**config.mk**
```make
export PLATFORM = sky130hd
export DESIGN_NAME = mx_block_dot_seq
export DESIGN_NICKNAME = d
export VERILOG_FILES = /design/src/rtl/mx_block_dot_seq.sv
export SDC_FILE = /design/constraint.sdc
export NUM_CORES = 1
export LEC_CHECK = 0
export CAP_MARGIN = 10
export CORE_MARGIN = 1.5
export CORE_UTILIZATION = 55
export DETAILED_ROUTE_END_ITERATION = 7
export GPL_TIMING_DRIVEN = 0
export PLACE_DENSITY = 0.81
export SYNTH_ARGS = -nofsm -noshare
export SYNTH_HDL_FRONTEND = slang
export SYNTH_SLANG_ARGS = --single-unit
```
**constraint.sdc**
```tcl
create_clock -name clk -period 12.5 [get_ports clk]
set_input_delay 1.875 -clock clk [delete_from_list [all_inputs] [get_ports clk]]
set_output_delay 1.875 -clock clk [all_outputs]
set_load 0.05 [all_outputs]
```
**src/rtl/mx_block_dot_seq.sv**
```systemverilog
// mx_block_dot_seq: block sequencer for the MX integer dot-product path.
// Accepts BLOCK_LEN products (in_valid/in_ready), aligns each one against the
// base exponent latched in CLEAR, accumulates into a 20-bit wrapping sum and
// presents the sum plus sat/uflow stickies on out_valid/out_ready.

module mx_int_aligner #(
  parameter int unsigned ACC_W = 20
) (
  input  logic [7:0]              mant,
  input  logic [7:0]              shift_amount,
  input  logic                    prod_sign,
  output logic signed [ACC_W-1:0] aligned
);
  logic [ACC_W-1:0] mag;

  always_comb begin
    mag     = ACC_W'(mant) << shift_amount;
    aligned = prod_sign ? -mag : mag;
  end
endmodule

module mx_int_acc #(
  parameter int unsigned ACC_W = 20
) (
  input  logic                    clk,
  input  logic                    rst,
  input  logic                    clear,
  input  logic signed [ACC_W-1:0] addend,
  output logic signed [ACC_W-1:0] acc
);
  logic signed [ACC_W-1:0] acc_q;
  logic signed [ACC_W-1:0] acc_d;

  always_comb begin
    acc_d = clear ? '0 : acc_q + addend;
  end

  always_ff @(posedge clk) begin
    if (rst) begin
      acc_q <= '0;
    end else begin
      acc_q <= acc_d;
    end
  end

  assign acc = acc_q;
endmodule

module mx_block_dot_seq #(
  parameter int unsigned BLOCK_LEN = 32,
  parameter int unsigned MAX_SHIFT = 12
) (
  input  logic               clk,
  input  logic               rst,
  input  logic [7:0]         base_exp,
  input  logic               in_valid,
  output logic               in_ready,
  input  logic [7:0]         in_mant,
  input  logic [7:0]         in_exp,
  input  logic               in_sign,
  output logic               out_valid,
  input  logic               out_ready,
  output logic signed [19:0] out_acc,
  output logic               out_sat,
  output logic               out_uflow
);
  localparam int unsigned     CNT_W    = (BLOCK_LEN > 1) ? $clog2(BLOCK_LEN) : 1;
  localparam logic [CNT_W-1:0] LAST_IDX = CNT_W'(BLOCK_LEN - 1);
  localparam logic [7:0]       MAX_SH   = 8'(MAX_SHIFT);

  typedef enum logic [1:0] {
    S_CLEAR = 2'd0,
    S_ACCUM = 2'd1,
    S_DONE  = 2'd2
  } state_t;

  state_t           state_q, state_d;
  logic [CNT_W-1:0] cnt_q, cnt_d;
  logic [7:0]       base_q, base_d;
  logic             sat_q, sat_d;
  logic             uflow_q, uflow_d;

  logic [8:0]       diff;
  logic             acc_clear;
  logic [7:0]       al_mant;
  logic [7:0]       al_shift;
  logic             al_sign;
  logic signed [19:0] al_value;
  logic signed [19:0] acc_value;

  // The accumulator adds every non-clear cycle, so the aligner is fed zero
  // except on an accepting handshake with an in-range shift.
  always_comb begin
    state_d   = state_q;
    cnt_d     = cnt_q;
    base_d    = base_q;
    sat_d     = sat_q;
    uflow_d   = uflow_q;
    in_ready  = 1'b0;
    out_valid = 1'b0;
    acc_clear = 1'b0;
    al_mant   = '0;
    al_shift  = '0;
    al_sign   = 1'b0;
    diff      = {1'b0, in_exp} - {1'b0, base_q};

    case (state_q)
      S_CLEAR: begin
        acc_clear = 1'b1;
        base_d    = base_exp;
        cnt_d     = '0;
        sat_d     = 1'b0;
        uflow_d   = 1'b0;
        state_d   = S_ACCUM;
      end
      S_ACCUM: begin
        in_ready = 1'b1;
        if (in_valid) begin
          if (diff[8]) begin
            uflow_d = 1'b1;
          end else if (diff[7:0] > MAX_SH) begin
            sat_d = 1'b1;
          end else begin
            al_mant  = in_mant;
            al_shift = diff[7:0];
            al_sign  = in_sign;
          end
          if (cnt_q == LAST_IDX) begin
            state_d = S_DONE;
          end else begin
            cnt_d = cnt_q + 1'b1;
          end
        end
      end
      S_DONE: begin
        out_valid = 1'b1;
        if (out_ready) begin
          state_d = S_CLEAR;
        end
      end
      default: begin
        state_d = S_CLEAR;
      end
    endcase
  end

  always_ff @(posedge clk) begin
    if (rst) begin
      state_q <= S_CLEAR;
      cnt_q   <= '0;
      base_q  <= '0;
      sat_q   <= 1'b0;
      uflow_q <= 1'b0;
    end else begin
      state_q <= state_d;
      cnt_q   <= cnt_d;
      base_q  <= base_d;
      sat_q   <= sat_d;
      uflow_q <= uflow_d;
    end
  end

  mx_int_aligner #(.ACC_W(20)) u_aligner (
    .mant         (al_mant),
    .shift_amount (al_shift),
    .prod_sign    (al_sign),
    .aligned      (al_value)
  );

  mx_int_acc #(.ACC_W(20)) u_acc (
    .clk    (clk),
    .rst    (rst),
    .clear  (acc_clear),
    .addend (al_value),
    .acc    (acc_value)
  );

  assign out_acc   = acc_value;
  assign out_sat   = sat_q;
  assign out_uflow = uflow_q;
endmodule
```
# Word level (Yosys, flattened, before mapping)
# Index checks and enable logic that the tools add are counted.
# Widths: inputs -> output; s select.
# totals
out_inout_bits	24
register_bits	37
wordCells	59
inputBits	29
# classes
n_reduce_logical	7
shifts	1
muxes	30
order_cmp	1
n_addsub	4
n_eq_ne	10
# op_table
op	n
$mux 8	8
$add 20x20->20	1
$mux 20	1
$neg 20->20	1
$shl 8x8->20	1
$ne 2x2->1 const B	7
$mux 1	12
$mux 5	2
$pmux 5 s2	1
$reduce_and 3->1	3
$sub 8x8->9	1
$gt 8x4->1 const B	1
$mux 2	3
$pmux 2 s3	1
$add 5x1->5 const B	1
$eq 5x5->1 const B	1
$pmux 1 s2	2
$reduce_and 4->1	1
$eq 2x1->1 const B	1
$eq 2x2->1 const B	1
$logic_not 2->1	1
$reduce_bool 2->1	1
$reduce_or 2->1	1

# Depth between registers and ports, before layout
# Gate-level depths: netlist of the first run.
# logic_depth
ltp_word	10
mapped_depth	27
mapped_depth_nobuf	26

# Cells and area by module
# Synthesis of the first run repeated with hierarchy kept, for this count alone.
# hier_totals
hier_cells	506
hier_area_um2	3948.8
# modules_own_cells
mod	area_each_um2	seq_area_each_um2	cells_per_inst	instances
mx_int_acc	1457.6	400.4	169	1
mx_block_dot_seq	1357.6	340.3	167	1
mx_int_aligner	1133.6	0.0	170	1

# Worst setup path before layout of the first run
# Ideal clock, no wire load.
# synth_path
path_type	input to register
startpoint	input in_exp[0]
endpoint	register u_acc.acc_q[18] (netlist: u_acc.acc[18])
path_slack_ns	5.420
path_buffers	1
required_time_ns	12.422
path_stages	26
arrival_ns	7.002
setup_time_ns	0.078
path_cell_list	inv_1 -> ha_1 -> inv_1 -> fa_1 -> a211o_1 -> a221o_1 -> a221oi_2 -> o31ai_1 -> or3_1 -> clkbuf_1 -> nor2_1 -> nand3_1 -> ha_1 -> nor2_1 -> xnor2_1 -> nor2_1 -> ha_1 -> a21o_1 -> a21oi_1 -> o21bai_1 -> a211oi_1 -> nor3_1 -> o311ai_0 -> a21boi_0 -> o21a_1 -> nor3_1
# synth_between
elab_chain_len	10
word_cells_on_any_way	18
classes_between	add/sub (3); order compare (1); shift (1); mux (13)
# synth_rtl
element	line	source
start, declared	59	input logic [7:0] in_exp,
$sub 8x8->9 *	105	diff = {1'b0, in_exp} - {1'b0, base_q};
$gt 8x4->1	121	end else if (diff[7:0] > MAX_SH) begin
$mux 8	121	
$mux 8	119	if (diff[8]) begin
$mux 8	118	if (in_valid) begin
$mux 8	107	case (state_q)
$shl 8x8->20	17	mag = ACC_W'(mant) << shift_amount;
$neg 20->20	18	aligned = prod_sign ? -mag : mag;
$mux 20 *	18	
$add 20x20->20 *	35	acc_d = clear ? '0 : acc_q + addend;
end signal, assigned	40	acc_q <= '0;
end signal, assigned	42	acc_q <= acc_d;
end, declared	31	logic signed [ACC_W-1:0] acc_q;
# Every way passes the cells marked *; elsewhere a longest branch is shown, timed or not.
# A chain may end at the register's enable or synchronous reset.

# Worst setup path after layout of the first run
# Ends and elaborated chain as after synthesis.

==> results of run 1 <==
==> logic make-up after synthesis <==
kind of cell	share of synthesized area (%)
xor gates and xnor gates	8.91
and+or+nand+nor	23.9
adders and majority gates	11.9
muxes	6.90
AOI/OAI and AO/OA	23.9
buffers and inverters	4.02
DFF	20.5
==> synthesized netlist by cell type, types with 2 or more instances <==
| library cell | number | area share (%) |
|---|---|---|
| sky130_fd_sc_hd__nor3_1 | 13 | 1.8 |
| sky130_fd_sc_hd__nor2b_1 | 6 | 1.0 |
| sky130_fd_sc_hd__o31ai_1 | 6 | 1.2 |
| sky130_fd_sc_hd__mux2i_1 | 8 | 2.2 |
| sky130_fd_sc_hd__ha_1 | 31 | 11 |
| sky130_fd_sc_hd__xor2_1 | 12 | 2.9 |
| sky130_fd_sc_hd__a21o_1 | 9 | 1.9 |
| sky130_fd_sc_hd__or2_2 | 5 | 0.87 |
| sky130_fd_sc_hd__buf_2 | 2 | 0.28 |
| sky130_fd_sc_hd__or3_1 | 4 | 0.69 |
| sky130_fd_sc_hd__o21bai_1 | 5 | 1.0 |
| sky130_fd_sc_hd__clkbuf_1 | 13 | 1.4 |
| sky130_fd_sc_hd__a21oi_1 | 40 | 5.5 |
| sky130_fd_sc_hd__o21a_1 | 7 | 1.5 |
| sky130_fd_sc_hd__a211oi_1 | 4 | 0.83 |
| sky130_fd_sc_hd__and3_1 | 6 | 1.0 |
| sky130_fd_sc_hd__o31a_1 | 2 | 0.49 |
| sky130_fd_sc_hd__o211ai_1 | 4 | 0.83 |
| sky130_fd_sc_hd__fa_1 | 2 | 1.1 |
| sky130_fd_sc_hd__nand2_1 | 41 | 4.3 |
| sky130_fd_sc_hd__nand2b_1 | 3 | 0.52 |
| sky130_fd_sc_hd__inv_1 | 22 | 2.3 |
| sky130_fd_sc_hd__mux4_2 | 5 | 3.1 |
| sky130_fd_sc_hd__a21boi_0 | 2 | 0.42 |
| sky130_fd_sc_hd__o311ai_0 | 2 | 0.49 |
| sky130_fd_sc_hd__o2bb2ai_1 | 2 | 0.49 |
| sky130_fd_sc_hd__dfxtp_1 | 37 | 21 |
| sky130_fd_sc_hd__o21ai_0 | 31 | 4.3 |
| sky130_fd_sc_hd__xnor2_1 | 21 | 5.1 |
| sky130_fd_sc_hd__a31oi_1 | 6 | 1.0 |
| sky130_fd_sc_hd__nor3b_1 | 3 | 0.62 |
| sky130_fd_sc_hd__nand3_1 | 8 | 1.1 |
| sky130_fd_sc_hd__mux2_2 | 5 | 1.6 |
| sky130_fd_sc_hd__a22oi_1 | 2 | 0.42 |
| sky130_fd_sc_hd__or2_1 | 2 | 0.35 |
| sky130_fd_sc_hd__a311oi_1 | 2 | 0.49 |
| sky130_fd_sc_hd__nand3b_1 | 3 | 0.62 |
| sky130_fd_sc_hd__nor2_1 | 74 | 7.7 |
| sky130_fd_sc_hd__nand4_1 | 3 | 0.52 |
| sky130_fd_sc_hd__and2_1 | 9 | 1.6 |
==> routing by layer <==
metal | up-vias | GRT usage (%) | wire length (um)
met2 | 111 | 45.7 | 4300
li1 | 1837 | - | -
met4 | 0 | 8.64 | 167
met5 | - | 0 | 0
met1 | 1662 | 34.6 | 4230
met3 | 18 | 4.85 | 514
==> worst min path at each step <==
stage | from | endpoint | slack (ps)
6_report | base_q[3] | base_q[3] | 490
5_1_grt | base_q[7] | base_q[7] | 510
4_1_cts | base_q[3] | base_q[3] | 490
3_5_place_dp | out_uflow | out_uflow | 470
3_3_place_gp | base_q[4] | base_q[4] | 470
2_1_floorplan | base_q[1] | base_q[1] | 450
==> placed cells by master, fill, tap and decap left out, types with 3 or more instances in the layout <==
master / count
sky130_fd_sc_hd__a211oi_1: 4
sky130_fd_sc_hd__a21o_1: 9
sky130_fd_sc_hd__a21oi_1: 40
sky130_fd_sc_hd__a31oi_1: 6
sky130_fd_sc_hd__and2_1: 9
sky130_fd_sc_hd__and3_1: 6
sky130_fd_sc_hd__clkbuf_1: 13
sky130_fd_sc_hd__clkbuf_8: 5
sky130_fd_sc_hd__clkdlybuf4s50_1: 52
sky130_fd_sc_hd__dfxtp_1: 37
sky130_fd_sc_hd__ha_1: 31
sky130_fd_sc_hd__inv_1: 22
sky130_fd_sc_hd__mux2_2: 5
sky130_fd_sc_hd__mux2i_1: 8
sky130_fd_sc_hd__mux4_2: 5
sky130_fd_sc_hd__nand2_1: 41
sky130_fd_sc_hd__nand2b_1: 3
sky130_fd_sc_hd__nand3_1: 8
sky130_fd_sc_hd__nand3b_1: 3
sky130_fd_sc_hd__nand4_1: 3
sky130_fd_sc_hd__nor2_1: 74
sky130_fd_sc_hd__nor2b_1: 6
sky130_fd_sc_hd__nor3_1: 13
sky130_fd_sc_hd__nor3b_1: 3
sky130_fd_sc_hd__o211ai_1: 4
sky130_fd_sc_hd__o21a_1: 7
sky130_fd_sc_hd__o21ai_0: 31
sky130_fd_sc_hd__o21bai_1: 5
sky130_fd_sc_hd__o31ai_1: 6
sky130_fd_sc_hd__or2_2: 5
sky130_fd_sc_hd__or3_1: 4
sky130_fd_sc_hd__xnor2_1: 21
sky130_fd_sc_hd__xor2_1: 12
==> power by group through the flow <==
stage	logic, W	clock network, W	registers, W
3_5_place_dp	0.000162	0	0.000124
3_3_place_gp	0.000160	0	0.000124
5_1_grt	0.000184	0.0000966	0.000122
2_1_floorplan	0.000120	0	0.000126
4_1_cts	0.000164	0.0000930	0.000122
6_report	0.000167	0.0000896	0.000122
==> sequential cells by signal, summed over array words and instances (netlist names) <==
signal / count
base_q: 8
cnt_q: 5
out_sat: 1
out_uflow: 1
state_q: 2
u_acc.acc: 20
==> final cells by class <==
class | instances | share of cell area, %
multi-input cells | 406 | 63.0
flip-flops and latches | 37 | 17.2
repair buffers | 52 | 12.1
well taps | 77 | 2.23
inverters | 22 | 1.91
clock buffers | 5 | 1.59
plain buffers | 16 | 1.45
clock inverters | 3 | 0.580
==> worst reg2reg max path, cell delays in order (launching register included) <==
cell and delay (ps):
sky130_fd_sc_hd__dfxtp_1 380, sky130_fd_sc_hd__ha_1 160, sky130_fd_sc_hd__inv_1 50, sky130_fd_sc_hd__fa_1 420
sky130_fd_sc_hd__a211o_1 320, sky130_fd_sc_hd__a221o_1 340, sky130_fd_sc_hd__a221oi_2 210, sky130_fd_sc_hd__o31ai_1 170
sky130_fd_sc_hd__or3_1 410, sky130_fd_sc_hd__clkbuf_1 250, sky130_fd_sc_hd__nor2_1 210, sky130_fd_sc_hd__nand3_1 140
sky130_fd_sc_hd__ha_1 340, sky130_fd_sc_hd__nor2_1 180, sky130_fd_sc_hd__xnor2_1 130, sky130_fd_sc_hd__nor2_1 80
sky130_fd_sc_hd__ha_1 340, sky130_fd_sc_hd__a21o_1 190, sky130_fd_sc_hd__a21oi_1 220, sky130_fd_sc_hd__o21bai_1 120
sky130_fd_sc_hd__a211oi_1 420, sky130_fd_sc_hd__nor3_1 170, sky130_fd_sc_hd__o311ai_0 460, sky130_fd_sc_hd__a21boi_0 200
sky130_fd_sc_hd__o21a_1 200, sky130_fd_sc_hd__nor3_1 170
==> stage by stage <==
stage / cell area [um^2] / hold WS (ps)
floorplan: 3610 / 448
global placement: 4220 / 466
detailed placement: 4220 / 473
CTS: 4320 / 489
global route: 4320 / 514
finish: 4320 / 486
==> summary.txt, run 1 <==
STATUS
--------------------------------------------------------------------------------------------------------
Outcome                                                                                     complete, no violations

CRITICAL PATH
--------------------------------------------------------------------------------------------------------
Worst r2r path cells                                                                                  25
FF-to-FF setup slack                                                                             6130 ps
Slowest cell on the critical path                                                           sky130_fd_sc_hd__o311ai_0
Required time of the critical path                                                              12720 ps
Worst flop-to-flop path startpoint                                                             base_q[0]
CP startpoint                                                                                  in_exp[0]
Critical path capture point type                                                               flip-flop
Critical path depth                                                                                   27
Critical path class                                                                            in -> reg
Worst Setup EP                                                                              u_acc.acc[18]
Worst-path maximum fanout                                                                             10
Endpoint of the most critical register-to-register path                                     u_acc.acc[18]
Kind of cell with the highest combined delay on the critical path                           compound AO/OA/AOI/OAI gates
Data arrival time of the worst path                                                              8250 ps
Maximum single-stage delay on the critical path                                                   460 ps
Kind of start point of the critical path                                                    primary input
Worst path bufs/invs                                                                                   4

FINISH
--------------------------------------------------------------------------------------------------------
Area used by multi-input combinational logic                                                   2720 um^2
Share of layout cells above drive strength 1                                                       5.55%
Ant diodes                                                                                             0
Share of the core filled with cells in the final layout                                            68.0%
Net total in the final layout                                                                        602
Filler-free cell count of the finished design                                                        618
Sequential Area                                                                                 741 um^2
Filler cell count in the final layout                                                                575
Syn-to-layout area delta                                                                           19.7%

CLOCK NETWORK
--------------------------------------------------------------------------------------------------------
Clock root buffer master                                                                    sky130_fd_sc_hd__clkbuf_8
# resized after CTS                                                                                    0
CTS tree                                                                                           built
Count of buffers added by post-CTS timing repair for setup                                             0
Clk_lat worst skew                                                                                300 ps
H-tree depth                                                                                           2
Clock Path Buffers                                                                                     2
Post-CTS clock slew at the launch and capture registers of the worst setup and hold paths          80 ps
Hold bufs inserted after CTS                                                                           0
Number of buffers created by CTS                                                                       5
CTS sink cnt                                                                                          37

DETAILED ROUTING
--------------------------------------------------------------------------------------------------------
Residual antenna-violating net count after detailed routing                                            0
Detail-routed via count per cell                                                                    5.87
Via count of the routed design                                                                      3628
DR DRC count                                                                                           0
Detailed-router iteration count before antenna repair                                                  6
Detail-routed net length per standard cell                                                       14.9 um
Violation count after the first detailed-routing iteration                                           246
Total wirelength of the detailed-routed design                                                   9200 um

TIMING
--------------------------------------------------------------------------------------------------------
Shortest clock period the worst path allows after layout                                         8030 ps
Highest attainable clock frequency                                                               125 MHz
Worst Setup Slack, final                                                                         4470 ps
Setup TNS Final                                                                                     0 ps
Worst clock skew on the final layout                                                             9.48 ps
Setup repair after global routing missed its margin                                                   no
Tcrit/Tclk final                                                                                   64.2%
Slew at the pin closest to its max-slew limit                                                     865 ps
Final Hold Viols                                                                                       0
Setup-violating endpoint count in the final report                                                     0
Worst max-slew margin expressed relative to the limit                                              41.9%
Final count of pins violating max slew                                                                 0

YOSYS
--------------------------------------------------------------------------------------------------------
Total of warnings raised by yosys                                                                      0
Cell count after synthesis                                                                           481
Mean cell area of the mapped netlist                                                           7.50 um^2
Share of async-settable or async-resettable flops after synthesis                                     0%
Most frequently used flop master after synthesis                                            sky130_fd_sc_hd__dfxtp_1
Count of cell types in the netlist                                                                    59
Synthesized Nets                                                                                     543
Yosys reg bits                                                                                        37
EDFF count, synth                                                                                      0
Sequential share of the synthesized area                                                           20.5%
Post-synth design cell area                                                                    3610 um^2

MIN PATH
--------------------------------------------------------------------------------------------------------
Worst min path class                                                                          reg -> reg
Hold Path Stages                                                                                       2

DIE
--------------------------------------------------------------------------------------------------------
Std-Cell Core Area                                                                             6350 um^2
DIE HEIGHT                                                                                       84.0 um
DIE WIDTH                                                                                        84.0 um
Core Rows                                                                                             29
Boundary Pins                                                                                         53
Full die area                                                                                  7050 um^2
Starting density of the core                                                                       56.8%

PLACEMENT
--------------------------------------------------------------------------------------------------------
Detailed placement HPWL                                                                          7280 um
Routability Congestion                                                                             0.934
Number of cells in the design after placement                                                        610
Count of port buffers added during placement                                                          52
Worst-case setup slack after placement                                                           4200 ps

PWR
--------------------------------------------------------------------------------------------------------
Leakage power                                                                                    1.79 nW
Part of the total power dissipated in the clock network                                            23.7%
Net Sw Frac                                                                                        39.7%
Max rail drop VDD                                                                            0.0000641 V
Power Internal                                                                                0.000228 W
Total Power                                                                                   0.000378 W
Comb power frac                                                                                    44.2%
Switching power                                                                               0.000150 W
Flop pwr share                                                                                     32.2%
Power density of the placed cells                                                           87.6 nW/um^2

GRT
--------------------------------------------------------------------------------------------------------
Number of global-route vias before repair                                                           3563
Pin count of the biggest net entering global routing                                                  15
Total Routing Usage GR                                                                             27.0%
Wire length of the first global-routing pass                                                    15900 um
Initial antenna violation count                                                                        0
GRT overflow                                                                                           0

RUN
--------------------------------------------------------------------------------------------------------
Max-cap violations                                                                                     0

No activity file was read; power rests on OpenSTA's default activity.
==> run 2: changes to the inputs <==
clock period = 7.4 ns   (was 12.5 ns; I/O delays follow)
==> run 2 against run 1 <==
Net effect: register-to-register slack got worse by 4800 ps; combinational power rose by 68%; power is 69% higher; critical path depth stayed put; flip-flop and latch count unchanged; setup slack worse by 4000 ps; first-iteration DRC count is 1.6% lower; hold slack about the same; clock skew grew 0.91 ps; die area stayed put; design area is 0.43% higher.
==> summary.txt, run 2 (synthesis results as in run 1) <==
STATUS
--------------------------------------------------------------------------------------------------------
Outcome                                                                                     complete, no violations   unchanged

TIMING
--------------------------------------------------------------------------------------------------------
Setup-violating endpoint count in the final report                                                     0   unchanged
Tcrit/Tclk final                                                                                   93.4%
Highest attainable clock frequency                                                               145 MHz
Worst Setup Slack, final                                                                          486 ps   was 4470 ps
Setup repair after global routing missed its margin                                                   no   unchanged
Worst max-slew margin expressed relative to the limit                                              42.7%   was 41.9%
Worst clock skew on the final layout                                                             10.4 ps   was 9.48 ps
Slew at the pin closest to its max-slew limit                                                     854 ps   was 865 ps
Setup TNS Final                                                                                     0 ps   unchanged
Shortest clock period the worst path allows after layout                                         6910 ps
Final hold slack                                                                                  486 ps   about the same
Final Hold Viols                                                                                       0   unchanged
Final count of pins violating max slew                                                                 0   unchanged

GRT
--------------------------------------------------------------------------------------------------------
Wire length of the first global-routing pass                                                    15900 um   unchanged
Total Routing Usage GR                                                                             27.0%   unchanged
Pin count of the biggest net entering global routing                                                  15   unchanged
Number of global-route vias before repair                                                           3563   unchanged
GRT overflow                                                                                           0   unchanged
Initial antenna violation count                                                                        0   unchanged

CRITICAL PATH
--------------------------------------------------------------------------------------------------------
Worst r2r path cells                                                                                  25   unchanged
Kind of start point of the critical path                                                    primary input   unchanged
Endpoint of the most critical register-to-register path                                     u_acc.acc[18]   unchanged
Worst flop-to-flop path startpoint                                                             base_q[0]   unchanged
Data arrival time of the worst path                                                              7130 ps   was 8250 ps
Critical path class                                                                            in -> reg   unchanged
Worst Setup EP                                                                              u_acc.acc[18]   unchanged
Required time of the critical path                                                               7620 ps   was 12720 ps
FF-to-FF setup slack                                                                             1380 ps   was 6130 ps
Critical path capture point type                                                               flip-flop   unchanged
Worst-path maximum fanout                                                                             10   unchanged
CP startpoint                                                                                  in_exp[0]   unchanged

PWR
--------------------------------------------------------------------------------------------------------
Flop pwr share                                                                                     32.2%   about the same
Comb power frac                                                                                    44.1%   was 44.2%
Switching power                                                                               0.000253 W   was 0.000150 W
Part of the total power dissipated in the clock network                                            23.7%   about the same
Net Sw Frac                                                                                        39.6%   was 39.7%
Power density of the placed cells                                                            147 nW/um^2   was 87.6 nW/um^2
Leakage power                                                                                    1.80 nW   was 1.79 nW
Total Power                                                                                   0.000638 W   was 0.000378 W
Max rail drop VDD                                                                             0.000112 V   was 0.0000641 V
Power Internal                                                                                0.000385 W   was 0.000228 W

CLOCK NETWORK
--------------------------------------------------------------------------------------------------------
CTS sink cnt                                                                                          37   unchanged
Clock root buffer master                                                                    sky130_fd_sc_hd__clkbuf_8   unchanged
Post-CTS clock slew at the launch and capture registers of the worst setup and hold paths          90 ps   was 80 ps
CTS tree                                                                                           built   unchanged
Number of buffers created by CTS                                                                       5   unchanged
Clock Path Buffers                                                                                     2   unchanged
Clk_lat worst skew                                                                                300 ps   about the same
H-tree depth                                                                                           2   unchanged

DETAILED ROUTING
--------------------------------------------------------------------------------------------------------
Detailed-router iteration count before antenna repair                                                  5   was 6
Total wirelength of the detailed-routed design                                                   9290 um   was 9200 um
Via count of the routed design                                                                      3652   was 3628
Violation count after the first detailed-routing iteration                                           242   was 246
Residual antenna-violating net count after detailed routing                                            0   unchanged
Detail-routed net length per standard cell                                                       15.0 um   was 14.9 um
Detail-routed via count per cell                                                                    5.91   was 5.87
DR DRC count                                                                                           0   unchanged

PLACEMENT
--------------------------------------------------------------------------------------------------------
Count of port buffers added during placement                                                          52   unchanged
Worst-case setup slack after placement                                                           -139 ps   was 4200 ps
Detailed placement HPWL                                                                          7280 um   unchanged
Routability Congestion                                                                             0.934   unchanged

FINISH
--------------------------------------------------------------------------------------------------------
Net total in the final layout                                                                        602   unchanged
Syn-to-layout area delta                                                                           20.2%   was 19.7%
Ant diodes                                                                                             0   unchanged
Most used cells in the layout excluding fill and tap cells                                  sky130_fd_sc_hd__nor2_1 (74), sky130_fd_sc_hd__clkdlybuf4s50_1 (52), sky130_fd_sc_hd__nand2_1 (41), sky130_fd_sc_hd__a21oi_1 (40), sky130_fd_sc_hd__dfxtp_1 (37)   unchanged
Share of layout cells above drive strength 1                                                       6.28%   was 5.55%
Most common library cell in the layout ignoring fill and taps                               sky130_fd_sc_hd__nor2_1   unchanged
Number of flip-flops under the largest register name                                                  20   unchanged

DIE
--------------------------------------------------------------------------------------------------------
Std-Cell Core Area                                                                             6350 um^2   unchanged
Core Rows                                                                                             29   unchanged
DIE WIDTH                                                                                        84.0 um   unchanged
Starting density of the core                                                                       56.8%   unchanged
Full die area                                                                                  7050 um^2   unchanged
Boundary Pins                                                                                         53   unchanged
DIE HEIGHT                                                                                       84.0 um   unchanged

MIN PATH
--------------------------------------------------------------------------------------------------------
Worst min path class                                                                          reg -> reg   unchanged
Hold Startpoint                                                                                base_q[3]   unchanged

RUN
--------------------------------------------------------------------------------------------------------
Max-cap violations                                                                                     0   unchanged

[run 2: changes by cell type in the layout (fill, tap and decap cells not counted)]
cell / change
sky130_fd_sc_hd__ha_1: -1
sky130_fd_sc_hd__ha_2: +1
sky130_fd_sc_hd__a211oi_1: -2
sky130_fd_sc_hd__a211oi_2: +2
sky130_fd_sc_hd__o311ai_0: -1
sky130_fd_sc_hd__o311ai_1: +1
sky130_fd_sc_hd__nor4_1: -1
sky130_fd_sc_hd__nor4_2: +1
[run 2: power groups by stage]
stage / clock network [W] / logic [W] / registers [W]
global placement: 0 / 0.000270 / 0.000210
CTS: 0.000157 / 0.000276 / 0.000206
floorplan: 0 / 0.000203 / 0.000213
global route: 0.000163 / 0.000310 / 0.000206
detailed placement: 0 / 0.000273 / 0.000210
finish: 0.000151 / 0.000281 / 0.000206
[run 2: per-layer routing]
metal / track usage (%) / part of all wire [%] / up-vias
met5: 0 / 0 / -
met4: 8.64 / 1.8 / 0
met3: 4.85 / 5.3 / 18
met2: 45.7 / 47 / 117
met1: 34.6 / 46 / 1684
li1: - / - / 1833
[run 2: final cells by class]
type	count	area (um^2)
multi-input cells	406	2740
fillers	572	2010
flip-flops and latches	37	741
repair buffers	52	520
well taps	77	96.3
inverters	22	82.6
clock buffers	5	68.8
plain buffers	16	62.6
clock inverters	3	25.0
[run 2: worst min path at each step]
stage                      to  depth (start not counted)  slack [ps]
finish              base_q[3]                          2         490
floorplan           base_q[1]                          2         450
global route        base_q[7]                          2         510
CTS                 base_q[3]                          2         490
detailed placement  out_uflow                          2         470
global placement    base_q[4]                          2         470
[run 2: critical path: stages]
cell	delay, ps
sky130_fd_sc_hd__clkdlybuf4s50_1	390
sky130_fd_sc_hd__inv_1	80
sky130_fd_sc_hd__ha_1	150
sky130_fd_sc_hd__inv_1	50
sky130_fd_sc_hd__fa_1	420
sky130_fd_sc_hd__a211o_1	320
sky130_fd_sc_hd__a221o_1	340
sky130_fd_sc_hd__a221oi_2	210
sky130_fd_sc_hd__o31ai_1	170
sky130_fd_sc_hd__or3_1	410
sky130_fd_sc_hd__clkbuf_1	240
sky130_fd_sc_hd__nor2_1	210
sky130_fd_sc_hd__nand3_1	140
sky130_fd_sc_hd__ha_2	280
sky130_fd_sc_hd__nor2_1	160
sky130_fd_sc_hd__xnor2_1	130
sky130_fd_sc_hd__nor2_1	80
sky130_fd_sc_hd__ha_1	340
sky130_fd_sc_hd__a21o_1	190
sky130_fd_sc_hd__a21oi_1	220
sky130_fd_sc_hd__o21bai_1	130
sky130_fd_sc_hd__a211oi_2	320
sky130_fd_sc_hd__nor3_1	160
sky130_fd_sc_hd__o311ai_1	320
sky130_fd_sc_hd__a21boi_0	180
sky130_fd_sc_hd__o21a_1	200
sky130_fd_sc_hd__nor3_1	170
[run 2: metrics by stage]
| stage | cell area (um^2) | std cells | utilization (%) |
|---|---|---|---|
| after floorplan | 3610 | 481 | - |
| after global placement | 4220 | 610 | 66.5 |
| after detailed placement | 4220 | 610 | 66.5 |
| after CTS | 4320 | 618 | 68.0 |
| after global routing | 4340 | 618 | 68.3 |
| final | 4340 | 618 | 68.3 |
[run 2: repair_timing]
item / 4_1_cts / 5_1_grt
hold buffers: 0 / 0
endpoints found under the setup margin: 0 / 2
setup buffers: 0 / 0
resized for setup: 0 / 5
==> patch (config.mk and constraints of run 2) <==
Re-encode `state_t` (3 states) as one-hot, 3 bits wide.
--- a/src/rtl/mx_block_dot_seq.sv
+++ b/src/rtl/mx_block_dot_seq.sv
@@ -69,8 +69,8 @@
   localparam logic [7:0]       MAX_SH   = 8'(MAX_SHIFT);
 
-  typedef enum logic [1:0] {
-    S_CLEAR = 2'd0,
-    S_ACCUM = 2'd1,
-    S_DONE  = 2'd2
+  typedef enum logic [2:0] {
+    S_CLEAR = 3'b001,
+    S_ACCUM = 3'b010,
+    S_DONE  = 3'b100
   } state_t;
 
Function: same outputs for any inputs over 4 cycles, from zero or initial values and one cycle with rst high; so few cycles prove little.
==> patch against run 2 <==
Worst setup slack gained 0.095 ns; design area fell by 0.63%; wire length shrank 8.2%; power rose by 25%; synthesized cell count is 3.1% lower; clock power up 24%; critical path depth fell by 1; first-iteration DRC count down 22%; sequential cell count grew 1; die area fell by 0.20%; area after synthesis down 0.21%; critical path type unchanged; largest power group unchanged.
==> patch: results (changes against run 2) <==
- Routability congestion estimate: 0.950 (was 0.934)
- Highest cell delay on the worst timing path: 0.46 ns (was 0.42 ns)
- Post-Syn Nets: 528 (was 543)
- Top_reg_cell synth: dfxtp_1 (unchanged)
- Fraction of layout cells with a size suffix above 1: 9.37% (was 6.28%)
- I/O Buffers: 50 (was 52)
- Inst Count DP: 593 (was 610)
- FFs w/ async S/R, synth: 0% (unchanged)
- Final HPWL DP: 6700 µm (was 7280 µm)
- Critical Path AT: 7.05 ns (was 7.13 ns)
- CP max-delay cell: or3_1 (was fa_1)
- Via-per-instance ratio: 5.82 (was 5.91)
- Ys Warns: 0 (unchanged)
- DR WL met3: 366 µm (was 488 µm)
- Synthesized area per cell: 7.72 µm² (was 7.50 µm²)
- Net Sw Frac: 40.1% (was 39.6%)
- Top post-synthesis cells by count: nor2_1 (76), nand2_1 (56), dfxtp_1 (38) (was nor2_1 (74), nand2_1 (41), a21oi_1 (40))
- Detailed Route Iter0 Violations: 189 (was 242)
- Comb pwr: 0.398 mW (was 0.281 mW)
- First-pass GRT wire length: 14600 µm (was 15900 µm)
- Synth unique cells: 68 (was 59)
- Total clock buffers created by CTS: 5 (unchanged)
- Status: complete, no violations (unchanged)
- GR met1 Demand/Resource: 29.6% (was 34.6%)
- Worst path top cell family by delay: compound AO/OA/AOI/OAI gates (unchanged)
- Synth area leaders: dfxtp_1 (21%), ha_1 (11%), nor2_1 (7.9%) (was dfxtp_1 (21%), ha_1 (11%), nor2_1 (7.7%))
- Hold/Removal Path Class: reg -> reg (unchanged)
- Max_slew headroom: 60.6% (was 42.7%)
- Reg power frac: 26.9% (was 32.2%)
- GRT met2 Usage: 46.0% (was 45.7%)
- Met2 routed WL: 4280 µm (was 4370 µm)
- Hold Crit Depth: 2 (unchanged)
- Gr usage total: 25.0% (was 27.0%)
- Final wirelength: 8520 µm (was 9290 µm)
- Max VDD drop: 0.122 mV (was 0.112 mV)
- H-tree depth: 2 (unchanged)
- DRT Pass-1 Iters: 5 (unchanged)
- Clock slew at reported path FFs: 0.08 ns
- Lkg Pwr: 1.82 nW (was 1.80 nW)
- Initial antenna violation count: 0 (unchanged)
- ANT cells: 0 (unchanged)
- Met3 Resource Use GR: 4.06% (was 4.85%)
- Post-CTS sizing: 0 (unchanged)
- Root buffer cell: clkbuf_8 (unchanged)
- Max reg flops: 20 (unchanged)
- Pre-CTS WS: 0.328 ns (was -0.139 ns)
- FF-to-FF path depth: 24 (was 25)
- Vias: 3494 (was 3652)
- Sequential cell area fraction in the yosys report: 21.1% (was 20.5%)
- Pin count of the biggest net entering global routing: 12 (was 15)
- CTS max path bufs: 2 (unchanged)
- CP Max Fanout: 8 (was 10)
- Top Layer Used: met4 (unchanged)
- Clk_lat worst skew: 0.29 ns
- Net Sw Power: 0.321 mW (was 0.253 mW)
- Vias in the first global route: 3373 (was 3563)
- Setup repair bufs after CTS: 0 (unchanged)
- WL met1: 3750 µm (was 4260 µm)
- Skew final: 0.00481 ns (was 0.0104 ns)
- Dpl cell area: 0.00420 mm² (was 0.00422 mm²)
## patch: path summary, 6_finish.rpt
path	start	end	slack, ns
worst max-delay path	in_exp[0]	u_acc.acc[19]	0.58
worst min-delay path	base_q[6]	base_q[6]	0.46
worst max register to register	base_q[0]	u_acc.acc[19]	1.51
worst min register to register	base_q[6]	base_q[6]	0.46
## patch: logic make-up after synthesis
logic type | after synthesis | synth area share, %
buf+inv | 36 | 4.41
simple gates | 186 | 23.2
fa+ha+maj | 33 | 11.9
compound gates | 114 | 23.1
mux | 19 | 5.77
xor+xnor | 40 | 10.5
flops | 38 | 21.1
## patch: area by class of cell
cell class / count / area [µm²]
well taps: 77 / 96.3
flip-flops and latches: 38 / 761
plain buffers: 17 / 87.6
multi-input cells: 392 / 2680
clock inverters: 1 / 30.0
repair buffers: 50 / 500
clock buffers: 6 / 82.6
inverters: 19 / 71.3
fillers: 546 / 2040
